File: config.mk
export PLATFORM = sky130hd
export DESIGN_NAME = rs_issue_unit
export DESIGN_NICKNAME = d
export VERILOG_FILES = /design/src/rtl/rs_issue_unit.sv
export SDC_FILE = /design/constraint.sdc
export NUM_CORES = 1
export LEC_CHECK = 0
export ABC_AREA = 1
export CORE_AREA = 2 2 169 171
export DETAILED_ROUTE_END_ITERATION = 8
export DIE_AREA = 0 0 171 173
export PLACE_DENSITY_LB_ADDON = 0.05
export SETUP_SLACK_MARGIN = 0.5
export SLEW_MARGIN = 0
export SYNTH_ARGS = -nofsm -noshare
export SYNTH_HDL_FRONTEND = slang
export SYNTH_SLANG_ARGS = --single-unit
File: constraint.sdc
create_clock -name clk -period 2.17 [get_ports clk]
set_input_delay 0.3255 -clock clk [delete_from_list [all_inputs] [get_ports clk]]
set_output_delay 0.3255 -clock clk [all_outputs]
set_load 0.05 [all_outputs]
File: src/rtl/rs_issue_unit.sv
// Reservation-station issue unit: two independent entry classes (ALU, branch),
// each tracking busy/ready/payload per entry and issuing round-robin.
module rs_class #(
  parameter int N  = 4,
  parameter int IW = 2,
  parameter int DW = 32
) (
  input  logic                  clk,
  input  logic                  reset,
  input  logic [N-1:0]          req,
  input  logic [DW-1:0]         alloc_data,
  input  logic                  alloc_ops_ready,
  input  logic [N-1:0]          wakeup,
  input  logic                  issue_ready,
  output logic                  issue_valid,
  output logic [DW-1:0]         issue_data,
  output logic [IW-1:0]         issue_idx,
  output logic [N-1:0]          busy_vec,
  output logic                  full,
  output logic                  alloc_err
);
  logic [N-1:0]          busy, rdy, issuable;
  logic [N-1:0][DW-1:0]  payload;
  logic [IW-1:0]         rr_ptr, lock_idx, sel_idx, cand, rr_next;
  logic                  locked, sel_found, one_hot, alloc_ok, issue_fire;

  assign issuable = busy & rdy;
  assign one_hot  = (req != '0) && ((req & (req - 1'b1)) == '0);
  assign alloc_ok = one_hot && ((req & busy) == '0);
  assign alloc_err = (req != '0) && !alloc_ok;

  // Pick the entry to present: a stalled entry stays locked in place,
  // otherwise the first issuable entry at or after rr_ptr (wrapping).
  always_comb begin
    sel_found = 1'b0;
    sel_idx   = '0;
    cand      = '0;
    if (locked) begin
      sel_found = 1'b1;
      sel_idx   = lock_idx;
    end else begin
      for (int k = 0; k < N; k++) begin
        cand = IW'((int'(rr_ptr) + k) % N);
        if (!sel_found && issuable[cand]) begin
          sel_found = 1'b1;
          sel_idx   = cand;
        end
      end
    end
  end

  assign issue_fire  = sel_found && issue_ready;
  assign rr_next     = (sel_idx == IW'(N - 1)) ? '0 : sel_idx + 1'b1;
  assign issue_valid = sel_found;
  assign issue_idx   = sel_found ? sel_idx : '0;
  assign issue_data  = sel_found ? payload[sel_idx] : '0;
  assign busy_vec    = busy;
  assign full        = &busy;

  // Entry state: wakeups, then issue (wins over wakeup on the same entry),
  // then allocation, which can only target an entry that was not busy.
  always_ff @(posedge clk) begin
    if (reset) begin
      busy     <= '0;
      rdy      <= '0;
      payload  <= '0;
      rr_ptr   <= '0;
      lock_idx <= '0;
      locked   <= 1'b0;
    end else begin
      for (int i = 0; i < N; i++)
        if (busy[i] && wakeup[i]) rdy[i] <= 1'b1;
      if (issue_fire) begin
        busy[sel_idx] <= 1'b0;
        rdy[sel_idx]  <= 1'b0;
        rr_ptr        <= rr_next;
        locked        <= 1'b0;
      end else if (sel_found) begin
        locked   <= 1'b1;
        lock_idx <= sel_idx;
      end
      for (int i = 0; i < N; i++)
        if (alloc_ok && req[i]) begin
          busy[i]    <= 1'b1;
          rdy[i]     <= alloc_ops_ready | wakeup[i];
          payload[i] <= alloc_data;
        end
    end
  end
endmodule

module rs_issue_unit #(
  parameter int WIDTH  = 31,
  parameter int BRANCH = 1,
  parameter int ALU    = 3
) (
  input  logic                        clk,
  input  logic                        reset,
  input  logic [ALU:0]                ALURequests,
  input  logic [BRANCH:0]             branchRequests,
  input  logic [WIDTH:0]              allocData,
  input  logic                        allocOpsReady,
  input  logic [ALU:0]                ALUWakeup,
  input  logic [BRANCH:0]             branchWakeup,
  input  logic                        ALUIssueReady,
  input  logic                        branchIssueReady,
  output logic                        ALUIssueValid,
  output logic                        branchIssueValid,
  output logic [WIDTH:0]              ALUIssueData,
  output logic [WIDTH:0]              branchIssueData,
  output logic [$clog2(ALU+1)-1:0]    ALUIssueIdx,
  output logic [$clog2(BRANCH+1)-1:0] branchIssueIdx,
  output logic [ALU:0]                ALUBusyVector,
  output logic [BRANCH:0]             branchBusyVector,
  output logic                        ALUFull,
  output logic                        branchFull,
  output logic                        allocError
);
  logic alu_err, br_err;

  rs_class #(.N(ALU+1), .IW($clog2(ALU+1)), .DW(WIDTH+1)) u_alu (
    .clk(clk), .reset(reset), .req(ALURequests), .alloc_data(allocData),
    .alloc_ops_ready(allocOpsReady), .wakeup(ALUWakeup), .issue_ready(ALUIssueReady),
    .issue_valid(ALUIssueValid), .issue_data(ALUIssueData), .issue_idx(ALUIssueIdx),
    .busy_vec(ALUBusyVector), .full(ALUFull), .alloc_err(alu_err)
  );

  rs_class #(.N(BRANCH+1), .IW($clog2(BRANCH+1)), .DW(WIDTH+1)) u_br (
    .clk(clk), .reset(reset), .req(branchRequests), .alloc_data(allocData),
    .alloc_ops_ready(allocOpsReady), .wakeup(branchWakeup), .issue_ready(branchIssueReady),
    .issue_valid(branchIssueValid), .issue_data(branchIssueData), .issue_idx(branchIssueIdx),
    .busy_vec(branchBusyVector), .full(branchFull), .alloc_err(br_err)
  );

  // Sticky error flag: any dropped allocation in either class.
  always_ff @(posedge clk) begin
    if (reset)                allocError <= 1'b0;
    else if (alu_err | br_err) allocError <= 1'b1;
  end
endmodule

==> flow_summary.ini <==
[sta]
finalWorstPathRequiredPeriod_ps = 2950
worst_pin_slew_ps = 542
hold_violations = 0
period_share = 1.36
fmax_ghz = 0.339
grt_setup_unrepaired = yes
report.final.setup_viol = 69
slew_viol_final = 0
slew_headroom = 0.638
setup_skew_after_layout_ps = 6.82
fin_ws_ps = -778
worst_hold_slack_ps = 335

[logic_synthesis]
postSynthCellCount = 1383
post_synth_instance_area_um2 = 9570
yosys.area.top_type = dfxtp_1
synth.yosys.seq_area_share = 0.446
synth_compound_area_frac = 0.227
mappedNetlistNets = 1434
post_synthesis_share_of_cell_area_spent_on_xor_and_xnor_gates = 0
synth_most_common_cell = nand2_1
synth_simple_gate_area_share = 0.227
yosysWarningCount = 0
synthDistinctLibCells = 38
post_synth_edffs = 0
synth_flop_cell = dfxtp_1
synth.ff_latch_count = 213
synth.area.top_cells = dfxtp_1 (45%), a21oi_1 (11%), o21ai_0 (10%)
post_synthesis_adder_cell_area_fraction = 0.00261
postSynthAreaPerCell_um2 = 6.92
main_combinational_cell_family_by_area_after_synthesis = simple AND/OR/NAND/NOR gates
yosys.area.top_type_share = 0.446
synthArstFlopShare = 0
muxShareOfSynthArea = 0
yosys-top-cells-count = nand2_1 (252), dfxtp_1 (213), a21oi_1 (209)

[final_layout]
finalInstanceArea_um2 = 16000
drive_above_1_share = 0.317
area_growth_syn_to_layout_pct = 67.0
final_util = 0.578
num-nets-final = 1623
n_antenna_cell = 0

[clock_network]
cts_root_buffer = clkbuf_16
clock_tree_from_tritoncts = yes
clock_sink_total = 213
cts_inserted_buffers = 25
clock_path_buffers = 3
clk-insertion-delay-late_ps = 520
cts-htree-levels = 1
cts_hold_buf = 0
clock_transition_at_the_register_clock_pins_on_the_worst_setup_and_hold_paths_after_cts_ps = 60

[pwr]
seq_power_share = 0.173
internal_power_consumption_mw = 14.1
pwr_density_cell_nw_per_um2 = 1610
power.switching_mw = 11.6
power.share.clock = 0.166
power_switching_share = 0.452
standby_leakage_power_nw = 6.11
ir_drop_uv = 1090
pwr-share-comb = 0.662
design_power_total_mw = 25.7

[global_route]
largest_net_degree_at_the_start_of_global_routing = 78
global_route.usage.total = 0.224
globalRouteOverflowTotal = 0
grt_pass1_vias = 9309
wire_length_of_the_first_global_routing_pass_um = 52800
number_of_antenna_violations_at_the_first_check_in_global_routing = 0

[routing]
drt_wl_total_um = 36600
vias_per_cell = 5.11
detailedRoute.firstIterationViolations = 748
drt_wl_cell_um = 18.6
ant_nets = 0
drcViolationCount = 0
vias = 10100
drtPass1Iterations = 8

[flow_run]
drv_cap = 0

[place]
place_hpwl_um = 20800
placement.cell_area_um2 = 13200
port_buffers = 126
globalplace.congestion = 0.764

[floorplanning]
initial_utilization = 0.346
chipHeight_um = 173
standard_cell_row_count = 61
chipWidth_um = 171
die-area_um2 = 29600
area_of_the_core_um2 = 27600
ioPinCount = 127

[worst_setup_path]
critical_path.max_fanout = 8
timing.critical_path.buf_inv = 4
critical-path-slowest-cell = dfxtp_4
timing.critical_path.required_ps = 1840
setup.worst_path.class = reg2out
max_incr_delay_on_cp_ps = 380
worst_path_most_repeated_cell = nand2_2
timing.critical_path.arrival_ps = 2620
critical_path.cell_chain = inv_6 -> nand2_2 -> nand2_2 -> nand2_2 -> nand2_4 -> nor2_1 -> nor2_1 -> nand2_2 -> nand2_4 -> nand2_8 -> buf_16 -> buf_12 -> nand2_4 -> nand3_4 -> a21oi_4 -> buf_12
crit_path_start_kind = flop
critPathTopFamily = simple AND/OR/NAND/NOR gates
setup.worst_path.end_class = output pin

[run_status]
status = complete, but fails checks
failed_checks = negative setup slack

[worst_hold_path]
holdCritPathClass = in2reg
-- worst min-delay path, stage by stage --
cell and delay (ps):
buf_2 110, clkinv_2 230, o21a_1 160
-- flip-flops by register name (all words and copies together), names as in the netlist --
signal	count
u_br.rr_ptr	1
u_br.locked	1
u_br.lock_idx	1
u_alu.locked	1
u_alu.busy_vec	4
u_br.rdy	2
u_alu.rr_ptr	2
u_br.payload	64
u_alu.payload	128
u_alu.lock_idx	2
u_br.busy_vec	2
u_alu.rdy	4
allocError	1
-- repair_timing --
| item | in CTS | in global routing |
|---|---|---|
| setup buffers | 28 | 12 |
| gates cloned | 8 | 15 |
| gates resized for setup | 194 | 176 |
| pin swaps | 45 | 79 |
| endpoints found under the setup margin | 219 | 273 |
-- placed cells by master (no fill, tap or decap), types with 9 or more instances in the layout --
cell type / netlist / layout
nor2_4: 0 / 23
inv_1: 111 / 109
buf_12: 0 / 101
o21ai_2: 0 / 29
clkdlybuf4s50_1: 0 / 45
o21ai_0: 198 / 139
nor2_2: 3 / 10
clkbuf_16: 0 / 35
nand2_2: 4 / 33
nor2_1: 142 / 112
nand3_1: 112 / 78
a21oi_4: 0 / 66
a21oi_1: 209 / 141
buf_6: 9 / 28
nand3_4: 0 / 15
buf_8: 0 / 9
dfxtp_1: 213 / 202
buf_4: 4 / 54
o21ai_1: 0 / 18
nand2_4: 1 / 9
o21ai_4: 0 / 12
nand2_1: 252 / 212
nand3_2: 0 / 19
-- worst paths after layout --
kind	cells past startpoint	slack, ps	startpoint	endpoint
worst min register to register	2	450	u_alu.payload[120]	u_alu.payload[120]
worst min-delay path	3	330	reset	allocError
worst max-delay path	16	-780	u_alu.rr_ptr[0]	ALUIssueData[2]
worst max register to register	15	0	u_alu.rr_ptr[0]	u_alu.rdy[2]
-- cells by family after synthesis --
logic type                 Yosys count
buffers and inverters              219
adders and majority gates            2
AOI/OAI and AO/OA                  425
and+or+nand+nor                    524
DFF                                213
-- metrics by stage --
| stage | cells | worst slack [ps] | setup TNS (ps) |
|---|---|---|---|
| floorplan | 1383 | -12.5 | -120 |
| global placement | 1860 | -319 | -20900 |
| detailed placement | 1860 | -380 | -29930 |
| CTS | 1942 | -734 | -25940 |
| global route | 1969 | -886 | -33220 |
| finish | 1969 | -778 | -26530 |
-- area by class of cell --
| cell class | instances | area, um^2 |
|---|---|---|
| Sequential cell | 213 | 4300 |
| Clock buffer | 37 | 731 |
| Fill cell | 2516 | 11600 |
| Clock inverter | 9 | 98.8 |
| Multi-Input combinational cell | 951 | 6060 |
| Inverter | 116 | 447 |
| Tap cell | 378 | 473 |
| Timing Repair Buffer | 265 | 3870 |
-- power by group through the flow --
stage / combinational, mW / sequential [mW] / clock, mW
finish: 17.0 / 4.44 / 4.26
global placement: 12.7 / 4.47 / 0
detailed placement: 12.7 / 4.48 / 0
floorplan: 7.96 / 4.47 / 0
CTS: 14.6 / 4.42 / 4.34
global route: 17.8 / 4.47 / 4.52
-- layer usage --
| layer | GRT usage | vias to the layer above | routed length, um |
|---|---|---|---|
| met5 | 0 | - | 0 |
| met3 | 0.0327 | 53 | 1850 |
| li1 | - | 4942 | - |
| met2 | 0.364 | 273 | 17400 |
| met1 | 0.315 | 4802 | 16600 |
| met4 | 0.0424 | 0 | 734 |
Note: power is estimated with default switching activity, not from simulation.
